--- src/rtl/wb_pkg.sv ---
// wb_pkg: shared types and default sizes for the writeback queue.
// Imported by wb_fifo and wb_queue.
package wb_pkg;

   localparam int WB_DW    = 32;
   localparam int WB_AW    = 5;
   localparam int WB_DEPTH = 4;

   typedef struct packed {
      logic [WB_AW-1:0] addr;
      logic [WB_DW-1:0] data;
   } wb_entry_t;

   typedef enum logic {
      WB_SRC_ALU = 1'b0,
      WB_SRC_LD  = 1'b1
   } wb_src_e;

endpackage

--- src/rtl/wb_fifo.sv ---
// wb_fifo: 2-push/1-pop circular buffer; push0 is always the older entry.
// With WB_FWD_EN it also exposes its entries ordered oldest-first.
module wb_fifo
   import wb_pkg::*;
#(
   parameter int DEPTH = WB_DEPTH,
   parameter type entry_t = wb_entry_t,
   localparam int PW = $clog2(DEPTH),
   localparam int CW = PW + 1
) (
   input  logic          ck,
   input  logic          rst_n,
   input  logic          push0,
   input  entry_t        entry0,
   input  logic          push1,
   input  entry_t        entry1,
   input  logic          pop,
   output entry_t        head,
   output logic [CW-1:0] count
`ifdef WB_FWD_EN
   ,
   output entry_t [DEPTH-1:0] ageEntry,
   output logic [DEPTH-1:0]   ageValid
`endif
);

   entry_t [DEPTH-1:0] mem;
   logic [PW-1:0] rdPtr;
   logic [PW-1:0] wrPtr;
   logic [PW-1:0] wrPtrNext;

   assign wrPtrNext = wrPtr + PW'(1);

   // Storage needs no reset: count alone decides what is live.
   always_ff @(posedge ck) begin
      if (push0) mem[wrPtr] <= entry0;
      if (push1) mem[wrPtrNext] <= entry1;
   end

   always_ff @(posedge ck or negedge rst_n) begin
      if (!rst_n) begin
         rdPtr <= '0;
         wrPtr <= '0;
         count <= '0;
      end else begin
         if (pop) rdPtr <= rdPtr + PW'(1);
         wrPtr <= wrPtr + PW'(push0) + PW'(push1);
         count <= count + CW'(push0) + CW'(push1) - CW'(pop);
      end
   end

   assign head = mem[rdPtr];

`ifdef WB_FWD_EN
   for (genvar k = 0; k < DEPTH; k++) begin : gAge
      assign ageEntry[k] = mem[rdPtr + PW'(k)];
      assign ageValid[k] = CW'(k) < count;
   end
`endif

endmodule

--- src/rtl/wb_queue.sv ---
// wb_queue: two-source writeback queue feeding the register-file port.
// Define WB_FWD_EN to add the fwd_* lookup ports for decode.
module wb_queue
   import wb_pkg::*;
#(
   parameter int DEPTH = WB_DEPTH,
   parameter int DW = WB_DW,
   parameter int AW = WB_AW,
   localparam int CW = $clog2(DEPTH) + 1
) (
   input  logic          ck,
   input  logic          rst_n,
   input  logic          alu_valid,
   output logic          alu_ready,
   input  logic [AW-1:0] alu_addr,
   input  logic [DW-1:0] alu_data,
   input  logic          ld_valid,
   output logic          ld_ready,
   input  logic [AW-1:0] ld_addr,
   input  logic [DW-1:0] ld_data,
   output logic          wr_en,
   output logic [AW-1:0] wr_addr,
   output logic [DW-1:0] wr_data,
   output logic [CW-1:0] count,
   output logic          busy
`ifdef WB_FWD_EN
   ,
   input  logic [AW-1:0] fwd_addr1,
   input  logic [AW-1:0] fwd_addr2,
   output logic          fwd_hit1,
   output logic          fwd_hit2,
   output logic [DW-1:0] fwd_data1,
   output logic [DW-1:0] fwd_data2
`endif
);

   typedef struct packed {
      logic [AW-1:0] addr;
      logic [DW-1:0] data;
   } entry_t;

   localparam logic [CW-1:0] FULL = CW'(DEPTH);
   localparam logic [CW-1:0] ONE_LEFT = CW'(DEPTH - 1);

   wb_src_e prio;
   entry_t aluEntry;
   entry_t ldEntry;
   entry_t firstEntry;
   entry_t secondEntry;
   entry_t head;
   logic prioValid;
   logic prioReady;
   logic otherReady;
   logic aluFire;
   logic ldFire;
   logic aluPush;
   logic ldPush;
   logic firstPush;
   logic secondPush;
   logic pop;
   logic bothValid;
   logic refused;
   logic dual;

   assign aluEntry = '{addr: alu_addr, data: alu_data};
   assign ldEntry = '{addr: ld_addr, data: ld_data};

   // The non-priority ready looks only at the other channel's valid.
   assign prioValid = (prio == WB_SRC_LD) ? ld_valid : alu_valid;
   assign prioReady = rst_n && (count != FULL);
   assign otherReady = rst_n && ((count < ONE_LEFT) ||
      ((count == ONE_LEFT) && !prioValid));

   assign alu_ready = (prio == WB_SRC_ALU) ? prioReady : otherReady;
   assign ld_ready = (prio == WB_SRC_LD) ? prioReady : otherReady;

   assign aluFire = alu_valid && alu_ready;
   assign ldFire = ld_valid && ld_ready;
   assign aluPush = aluFire && (alu_addr != '0);
   assign ldPush = ldFire && (ld_addr != '0);

   always_comb begin
      if (prio == WB_SRC_ALU) begin
         firstPush = aluPush;
         firstEntry = aluEntry;
         secondPush = ldPush;
         secondEntry = ldEntry;
      end else begin
         firstPush = ldPush;
         firstEntry = ldEntry;
         secondPush = aluPush;
         secondEntry = aluEntry;
      end
   end

   assign pop = count != '0;

`ifdef WB_FWD_EN
   entry_t [DEPTH-1:0] ageEntry;
   logic [DEPTH-1:0] ageValid;
`endif

   wb_fifo #(
      .DEPTH(DEPTH),
      .entry_t(entry_t)
   ) uFifo (
      .ck(ck),
      .rst_n(rst_n),
      .push0(firstPush || secondPush),
      .entry0(firstPush ? firstEntry : secondEntry),
      .push1(firstPush && secondPush),
      .entry1(secondEntry),
      .pop(pop),
      .head(head),
      .count(count)
`ifdef WB_FWD_EN
      ,
      .ageEntry(ageEntry),
      .ageValid(ageValid)
`endif
   );

   assign bothValid = alu_valid && ld_valid;
   assign dual = aluFire && ldFire;
   assign refused = !aluFire || !ldFire;

   always_ff @(posedge ck or negedge rst_n) begin
      if (!rst_n) begin
         prio <= WB_SRC_ALU;
      end else if (bothValid && (refused || dual)) begin
         prio <= wb_src_e'(~prio);
      end
   end

   always_ff @(posedge ck or negedge rst_n) begin
      if (!rst_n) begin
         wr_en <= 1'b0;
         wr_addr <= '0;
         wr_data <= '0;
      end else begin
         wr_en <= pop;
         if (pop) begin
            wr_addr <= head.addr;
            wr_data <= head.data;
         end
      end
   end

   assign busy = (count != '0) || wr_en;

`ifdef WB_FWD_EN
   // Oldest first so the youngest match overrides.
   always_comb begin
      fwd_hit1 = 1'b0;
      fwd_data1 = '0;
      fwd_hit2 = 1'b0;
      fwd_data2 = '0;
      if (wr_en && (wr_addr == fwd_addr1)) begin
         fwd_hit1 = 1'b1;
         fwd_data1 = wr_data;
      end
      if (wr_en && (wr_addr == fwd_addr2)) begin
         fwd_hit2 = 1'b1;
         fwd_data2 = wr_data;
      end
      for (int k = 0; k < DEPTH; k++) begin
         if (ageValid[k] && (ageEntry[k].addr == fwd_addr1)) begin
            fwd_hit1 = 1'b1;
            fwd_data1 = ageEntry[k].data;
         end
         if (ageValid[k] && (ageEntry[k].addr == fwd_addr2)) begin
            fwd_hit2 = 1'b1;
            fwd_data2 = ageEntry[k].data;
         end
      end
      if (!rst_n || (fwd_addr1 == '0)) begin
         fwd_hit1 = 1'b0;
         fwd_data1 = '0;
      end
      if (!rst_n || (fwd_addr2 == '0)) begin
         fwd_hit2 = 1'b0;
         fwd_data2 = '0;
      end
   end
`endif

endmodule

--- config.mk ---
export PLATFORM = sky130hd
export DESIGN_NAME = wb_queue
export DESIGN_NICKNAME = d
export VERILOG_FILES = /design/src/rtl/wb_pkg.sv /design/src/rtl/wb_fifo.sv /design/src/rtl/wb_queue.sv
export SDC_FILE = /design/constraint.sdc
export NUM_CORES = 1
export LEC_CHECK = 0
export ABC_AREA = 1
export CORE_ASPECT_RATIO = 1.1
export CORE_MARGIN = 3
export CORE_UTILIZATION = 58
export CTS_BUF_LIST = sky130_fd_sc_hd__clkbuf_4 sky130_fd_sc_hd__clkbuf_8 sky130_fd_sc_hd__clkbuf_16
export CTS_CLUSTER_DIAMETER = 60
export DETAILED_ROUTE_END_ITERATION = 8
export GPL_TIMING_DRIVEN = 0
export PLACE_DENSITY = 0.89
export SLEW_MARGIN = 20
export SYNTH_ARGS = -nofsm -noshare
export SYNTH_HDL_FRONTEND = slang
export SYNTH_SLANG_ARGS = --single-unit
--- constraint.sdc ---
create_clock -name ck -period 2.89 [get_ports ck]
set_input_delay 0.289 -clock ck [delete_from_list [all_inputs] [get_ports ck]]
set_output_delay 0.289 -clock ck [all_outputs]
set_load 0.03 [all_outputs]
==> out/metrics.yaml, run 1 <==
grt_antenna_before_repair: 0
grt_use_total_pct: 36.60
dp.cells: 2150
clock-sinks: 194
start_util_pct: 59.52
cts_tree: "yes"
rr_worst_depth: 13
synthAdderAreaFrac_pct: 0.7433
end_kind: "output pin"
die_w_um: 139.9
synth_nets: 1865
grt_util_met3_pct: 8.385
peakVddDrop_mv: 0.7950
cp_cell_sequence: "buf_6 > inv_2 > buf_2 > clkbuf_1 > nand2_1 > nand2_1 > clkdlybuf4s50_1"
finalWeightedCongestion: 0.9845
slew_headroom_pct: 34.87
reg2reg_from: "uFifo.count[2]"
wl_per_cell_um: 18.57
die_h_um: 153.3
drt-initial-drc-count: 2104
hold_ws_ns: 0.4727
cts_buffers: 17
die_area_mm2: 0.02146
yosysSeqAreaShare_pct: 35.94
critical_path.startpoint: "prio"
synth_cell_types: 27
ios: 122
async_flop_share_pct: 23.71
fill_cells: 1601
min_path_type: "in -> reg"
fin_skew_ns: 0.008449
final_cell_count_no_fill: 2183
final-hold-violation-count: 0
grt_use_met1_pct: 45.45
syn_area_mm2: 0.01145
cp_max_fo: 10
synth_edf_count: 0
drc: 0
multi_input_area_mm2: 0.005886
num-nets-final: 2007
overflow: 0
synth_compound_area_share_pct: 10.22
synth.area.mux_share_pct: 3.148
holdPathStages: 3
syn_avg_cell_area_um2: 6.423
fp.coreArea_mm2: 0.01923
grt_start_max_net_pins: 47
cts_root_buf: "clkbuf_16"
r2r-end: "uFifo.count[2]"
worst_ep_arrival_time_ns: 2.56
drtPass1Iterations: 8
critical_path_class: "reg -> out"
yosys.area_share.simple_pct: 36.85
power_density_mw_per_mm2: 1085
fin_crit_sh_pct: 98.60
register_area_mm2: 0.004115
setup_viol: 0
grt_pass1_vias: 12270
critPathMaxStageDelay_ns: 0.67
post-route-min-period_ns: 2.850
grt_pass1_wl_mm: 63.18
clk_latency_ns: 0.44
clockBufferDepth: 2
cpMaxStageDelayCell: "clkdlybuf4s50_1"
ant_nets: 0
drive_above_1_share_pct: 6.822
postSynthCellCount: 1782
synth_top_family_by_area: "simple AND/OR/NAND/NOR gates"
port_buffers: 121
status: "finished clean"
synthXorXnorAreaFrac_pct: 0.3061
tightest_slew_ns: 0.9769
critical_path.most_common_cell: "nand2_1"
viasPerCell: 6.055
final-max-slew-violation-count: 0
fmax_ghz: 0.3509
cts.reportedPaths.clkPinSlew_ns: 0.07
yosys_warnings: 0
cp.required_ns: 2.60
power_leakage_nw: 7.004
r2r_slack_ns: 0.11
wl_mm: 40.54
busiest_layer: "met2"
hold_path_end: "prio"
floorplan.rows: 53
htree_num_levels: 4
fin_util_pct: 70.91
syn_to_final_growth_pct: 19.14
grt_use_met2_pct: 57.41
ys.flop_type: "dfxtp_1"
ys_ff_latch: 194
hp-start: "ld_valid"
maxCapViolations: 0
tns_ns: 0
crit_path_start_kind: "flop"
dpl.hpwl_mm: 27.56
vias: 13220
==> metal layers <==
layer	part of all wire, %	wire length (um)	vias to the layer above
met1	36	14500	5919
met3	13	5114	245
met2	45	18130	1061
li1	-	-	5993
met5	0	0	-
met4	6.9	2792	0
==> registers in the layout (all words and copies together), names as in the netlist <==
name         count
wr_en            1
uFifo.wrPtr      2
wr_addr          5
wr_data         32
prio             1
uFifo.mem      148
uFifo.rdPtr      2
uFifo.count      3
==> layout make-up <==
type	count	share of cell area [%]
well taps	247	2.266
clock buffers	21	3.477
flip-flops and latches	194	30.18
repair buffers	124	9.194
diodes	1	0.01835
clock inverters	9	0.9634
multi-input cells	1249	43.16
plain buffers	129	4.991
inverters	209	5.753
==> layout by cell type, fill, tap and decap left out, types with 2 or more instances in the layout <==
master / Yosys / final
nand2_1: 544 / 542
nand3_1: 343 / 343
inv_1: 204 / 204
dfxtp_1: 148 / 148
clkdlybuf4s50_1: 0 / 120
o21ai_0: 111 / 111
a21oi_1: 74 / 74
buf_2: 54 / 54
clkbuf_1: 51 / 48
nor2_1: 49 / 48
dfrtp_1: 46 / 45
a31oi_1: 37 / 37
mux2i_1: 36 / 36
or2_1: 20 / 20
clkbuf_16: 0 / 17
buf_6: 13 / 13
buf_4: 7 / 9
or2_2: 9 / 9
or2_0: 8 / 8
buf_1: 5 / 5
inv_2: 5 / 5
nand2_2: 5 / 5
xor2_1: 3 / 3
fa_1: 3 / 3
clkinvlp_4: 0 / 3
clkbuf_8: 0 / 3
bufinv_16: 0 / 3
nand4_1: 2 / 2
nand2_4: 0 / 2
clkbuf_4: 0 / 2
ha_1: 2 / 2
clkinv_2: 0 / 2
==> stage by stage <==
stage | instance area (um^2) | setup WS (ns) | total power, mW
finish | 13640 | 0.04046 | 14.80
global route | 13630 | -0.06949 | 15.69
CTS | 13610 | 0.04214 | 14.49
detailed placement | 12960 | -0.6482 | 11.97
global placement | 12970 | -2.472 | 11.70
floorplan | 11450 | 0.01528 | 9.446
==> worst max path at each step <==
| stage | to | slack (ns) | cells past startpoint |
|---|---|---|---|
| floorplan | uFifo.count[2] | 0.02 | 13 |
| global placement | uFifo.count[2] | -2.47 | 12 |
| detailed placement | uFifo.count[2] | -0.65 | 12 |
| CTS | uFifo.count[2] | 0.04 | 13 |
| global route | uFifo.count[2] | -0.07 | 13 |
| finish | ld_ready | 0.04 | 7 |
==> critical path, delay by kind of cell (launching register included) <==
family                 cells  cell delay, ns
AND/OR/NAND/NOR            2            0.18
buffers and inverters      5            1.57
flip-flops                 1            0.37
==> cells in the mapped netlist (9+ instances only) <==
library cell  instances  area share [%]
nand2_1             544              18
nand3_1             343              15
inv_1               204             6.7
dfxtp_1             148              26
o21ai_0             111             4.9
a21oi_1              74             3.2
buf_2                54             2.4
clkbuf_1             51             1.7
nor2_1               49             1.6
dfrtp_1              46              10
a31oi_1              37             2.0
mux2i_1              36             3.1
or2_1                20             1.1
buf_6                13             1.3
or2_2                 9            0.49
==> report_power, final <==
part	switching, mW	internal [mW]	total [mW]	leakage, nW
Sequential	0.540	3.96	4.50	1.75
Clock	1.08	1.43	2.51	0.290
Combinational	5.24	2.55	7.79	4.97
==> kinds of logic (layout without fill, tap and decap cells) <==
group | count (synthesis) | after routing
and+or+nand+nor | 980 | 980
buffers and inverters | 339 | 492
AOI/OAI and AO/OA | 224 | 224
DFF | 194 | 194
muxes | 36 | 36
adders and majority gates | 5 | 5
xor gates and xnor gates | 4 | 4
other | 0 | 1
==> timing repair <==
item                                    in CTS  in global routing
pin swaps                                    0                  1
hold buffers                                 2                  0
resized for setup                            3                  7
endpoints found under the setup margin       3                  3
hold endpoints to repair                    46                  0
buffers inserted                             0                  1
Power figures use the tool's default switching activity.
==> run 2, diff against run 1 <==
Settings changed: GPL_TIMING_DRIVEN 0 to default, SLEW_MARGIN 20 to 15.
==> run 2 against run 1 <==
The run now ends with DRC left. First-iteration DRC count down 19%. Die area unchanged. Critical path depth up 5. Core utilization down 1.5 points. Clock power down 3%. Maximum frequency up 6.2%. Total power down 3.6%. Via count down 6.3%. Combinational power down 6.4%. Routed wire length down 10%. Clock-buffer cell count up 2. Critical endpoint is now uFifo.count[2]. Largest cell class unchanged.
==> out/metrics.yaml, run 2 (same netlist as run 1, synthesis figures left out) <==
status: "finished, violations left"
violations: "DRC"
vias: 12380  # -6.3%
grt_use_total_pct: 32.63  # -4.0 points
drive_above_1_share_pct: 6.136  # -0.69 points
cp_max_fo: 12  # +2
min_path_type: "in -> async"
grt_antenna_before_repair: 0  # unchanged
clock-sinks: 194  # unchanged
drc: 1  # +1
final-hold-violation-count: 0  # unchanged
largest_reg_flops: 148  # unchanged
power_leakage_nw: 6.869  # -1.9%
maxCapViolations: 0  # unchanged
layout_common_cells: "nand2_1 (543), nand3_1 (342), inv_1 (203)"
tns_ns: 0  # unchanged
end_kind: "flop"
cts-resized-gates: 0  # -3
fin_crit_sh_pct: 92.81  # -5.8 points
syn_to_final_growth_pct: 16.68
cts_tree: "yes"
cts.reportedPaths.clkPinSlew_ns: 0.07  # about the same
setup_viol: 0  # unchanged
postCtsHoldBufs: 1  # -1
start_util_pct: 59.52  # unchanged
r2r_slack_ns: 0.21  # +0.10 ns
slew_headroom_pct: 40.40  # +5.5 points
clockBufferDepth: 2  # unchanged
cp.required_ns: 3.22  # +0.62 ns
floorplan.rows: 53  # unchanged
total_power_mw: 14.26  # -3.6%
critical_path_class: "in -> reg"
wl_mm: 36.29  # -10%
rsz0062_at_grt: "no"
viasPerCell: 5.881  # -2.9%
cts_setup_buffers: 0  # unchanged
die_area_mm2: 0.02146  # unchanged
post-route-min-period_ns: 2.682  # -0.1673 ns
top_regs: "uFifo.mem x148, wr_data x32, wr_addr x5"
regMostFlops: "uFifo.mem"
cpMaxStageDelayCell: "dlygate4sd3_1"
final_common_cell: "nand2_1"
ios: 122  # unchanged
grt_pass1_wl_mm: 57.42  # -9.1%
critPathMaxStageDelay_ns: 0.57  # -0.10 ns
drtPass1Iterations: 9  # +1
finalWeightedCongestion: 0.8612  # -13%
cts_root_buf: "clkbuf_16"
antenna_cells: 0  # -1
path_buf_inv: 4  # -1
clk_latency_ns: 0.44  # about the same
dpl.hpwl_mm: 21.63  # -22%
fmax_ghz: 0.3728  # +6.2%
htree_num_levels: 4  # unchanged
cp_cell_sequence: "dlygate4sd3_1 > buf_2 > nand3_1 > inv_1 > nand2_1 > nand2_2 > nand2_1 > ha_1 > inv_1 > fa_1 > fa_1 > xor2_1"
die_h_um: 153.3  # unchanged
power_density_mw_per_mm2: 1068  # -1.6%
crit_family: "adder cells"
fp.coreArea_mm2: 0.01923  # unchanged
final-max-slew-violation-count: 0  # unchanged
peakVddDrop_mv: 0.6828  # -14%
worst_ep_arrival_time_ns: 3.01  # +0.45 ns
overflow: 0  # unchanged
fin_skew_ns: 0.009248  # +0.0007984 ns
wl_per_cell_um: 17.24  # -7.2%
fill_cells: 1574  # -1.7%
die_w_um: 139.9  # unchanged
drt-initial-drc-count: 1712  # -19%
grt_pass1_vias: 11550  # -5.9%
cts_buffers: 17  # unchanged
port_buffers: 121  # unchanged
ant_nets: 0  # unchanged
tightest_slew_ns: 0.8941  # -0.08287 ns
grt_start_max_net_pins: 113  # +140%
num-nets-final: 1928  # -3.9%
crit_path_start_kind: "input pin"
## run 2: metrics by stage
stage	utilization, %	hold slack, ns	instance area, um^2	setup slack, ns	instances
final	69.45	0.3264	13360	0.2077	2105
after global routing	69.45	0.3647	13360	0.04066	2105
after CTS	69.45	0.3604	13360	0.1797	2105
after detailed placement	66.27	0.1780	12740	0.04886	2072
after global placement	66.27	0.1711	12740	0.1570	2072
after floorplan	-	-0.006591	11450	0.01528	1782
## run 2: path summary, 6_finish.rpt
check,start,endpoint,cells after the start
setup / recovery,rst_n,uFifo.count[2],12
hold / removal,rst_n,wr_data[1],2
setup reg to reg,prio,uFifo.count[2],12
hold reg to reg,uFifo.mem[3],uFifo.mem[3],4
max in group asynchronous,rst_n,prio,3
min in group ck,ld_valid,prio,3
## run 2: worst reg2reg max path, delay by kind of cell, from the launching register on
family        cells  cell delay [ns]
flops             1             0.51
fa+ha+maj         3             1.13
simple gates      4             0.37
buf+inv           4             0.40
xor+xnor          1             0.16
## run 2: power breakdown
group	switching (mW)	internal, mW	total, mW
Sequential	0.576	3.96	4.54
Combinational	4.81	2.48	7.29
Clock	1.05	1.38	2.43
Total	6.44	7.82	14.3
## run 2: area by class of cell
type	count	area (um^2)	share of cell area, %
repair buffers	174	1652	12.37
well taps	247	309.0	2.314
clock inverters	9	105.1	0.7870
multi-input cells	1249	5891	44.11
inverters	209	784.5	5.874
clock buffers	23	495.5	3.710
flip-flops and latches	194	4119	30.84
## run 2: routing by layer
| layer | vias to the layer above | GRT usage [%] | share of wire [%] |
|---|---|---|---|
| li1 | 5818 | - | - |
| met1 | 5561 | 40.63 | 37 |
| met2 | 806 | 54.64 | 47 |
| met3 | 194 | 5.476 | 10 |
| met4 | 0 | 16.29 | 4.8 |
| met5 | - | 0 | 0 |
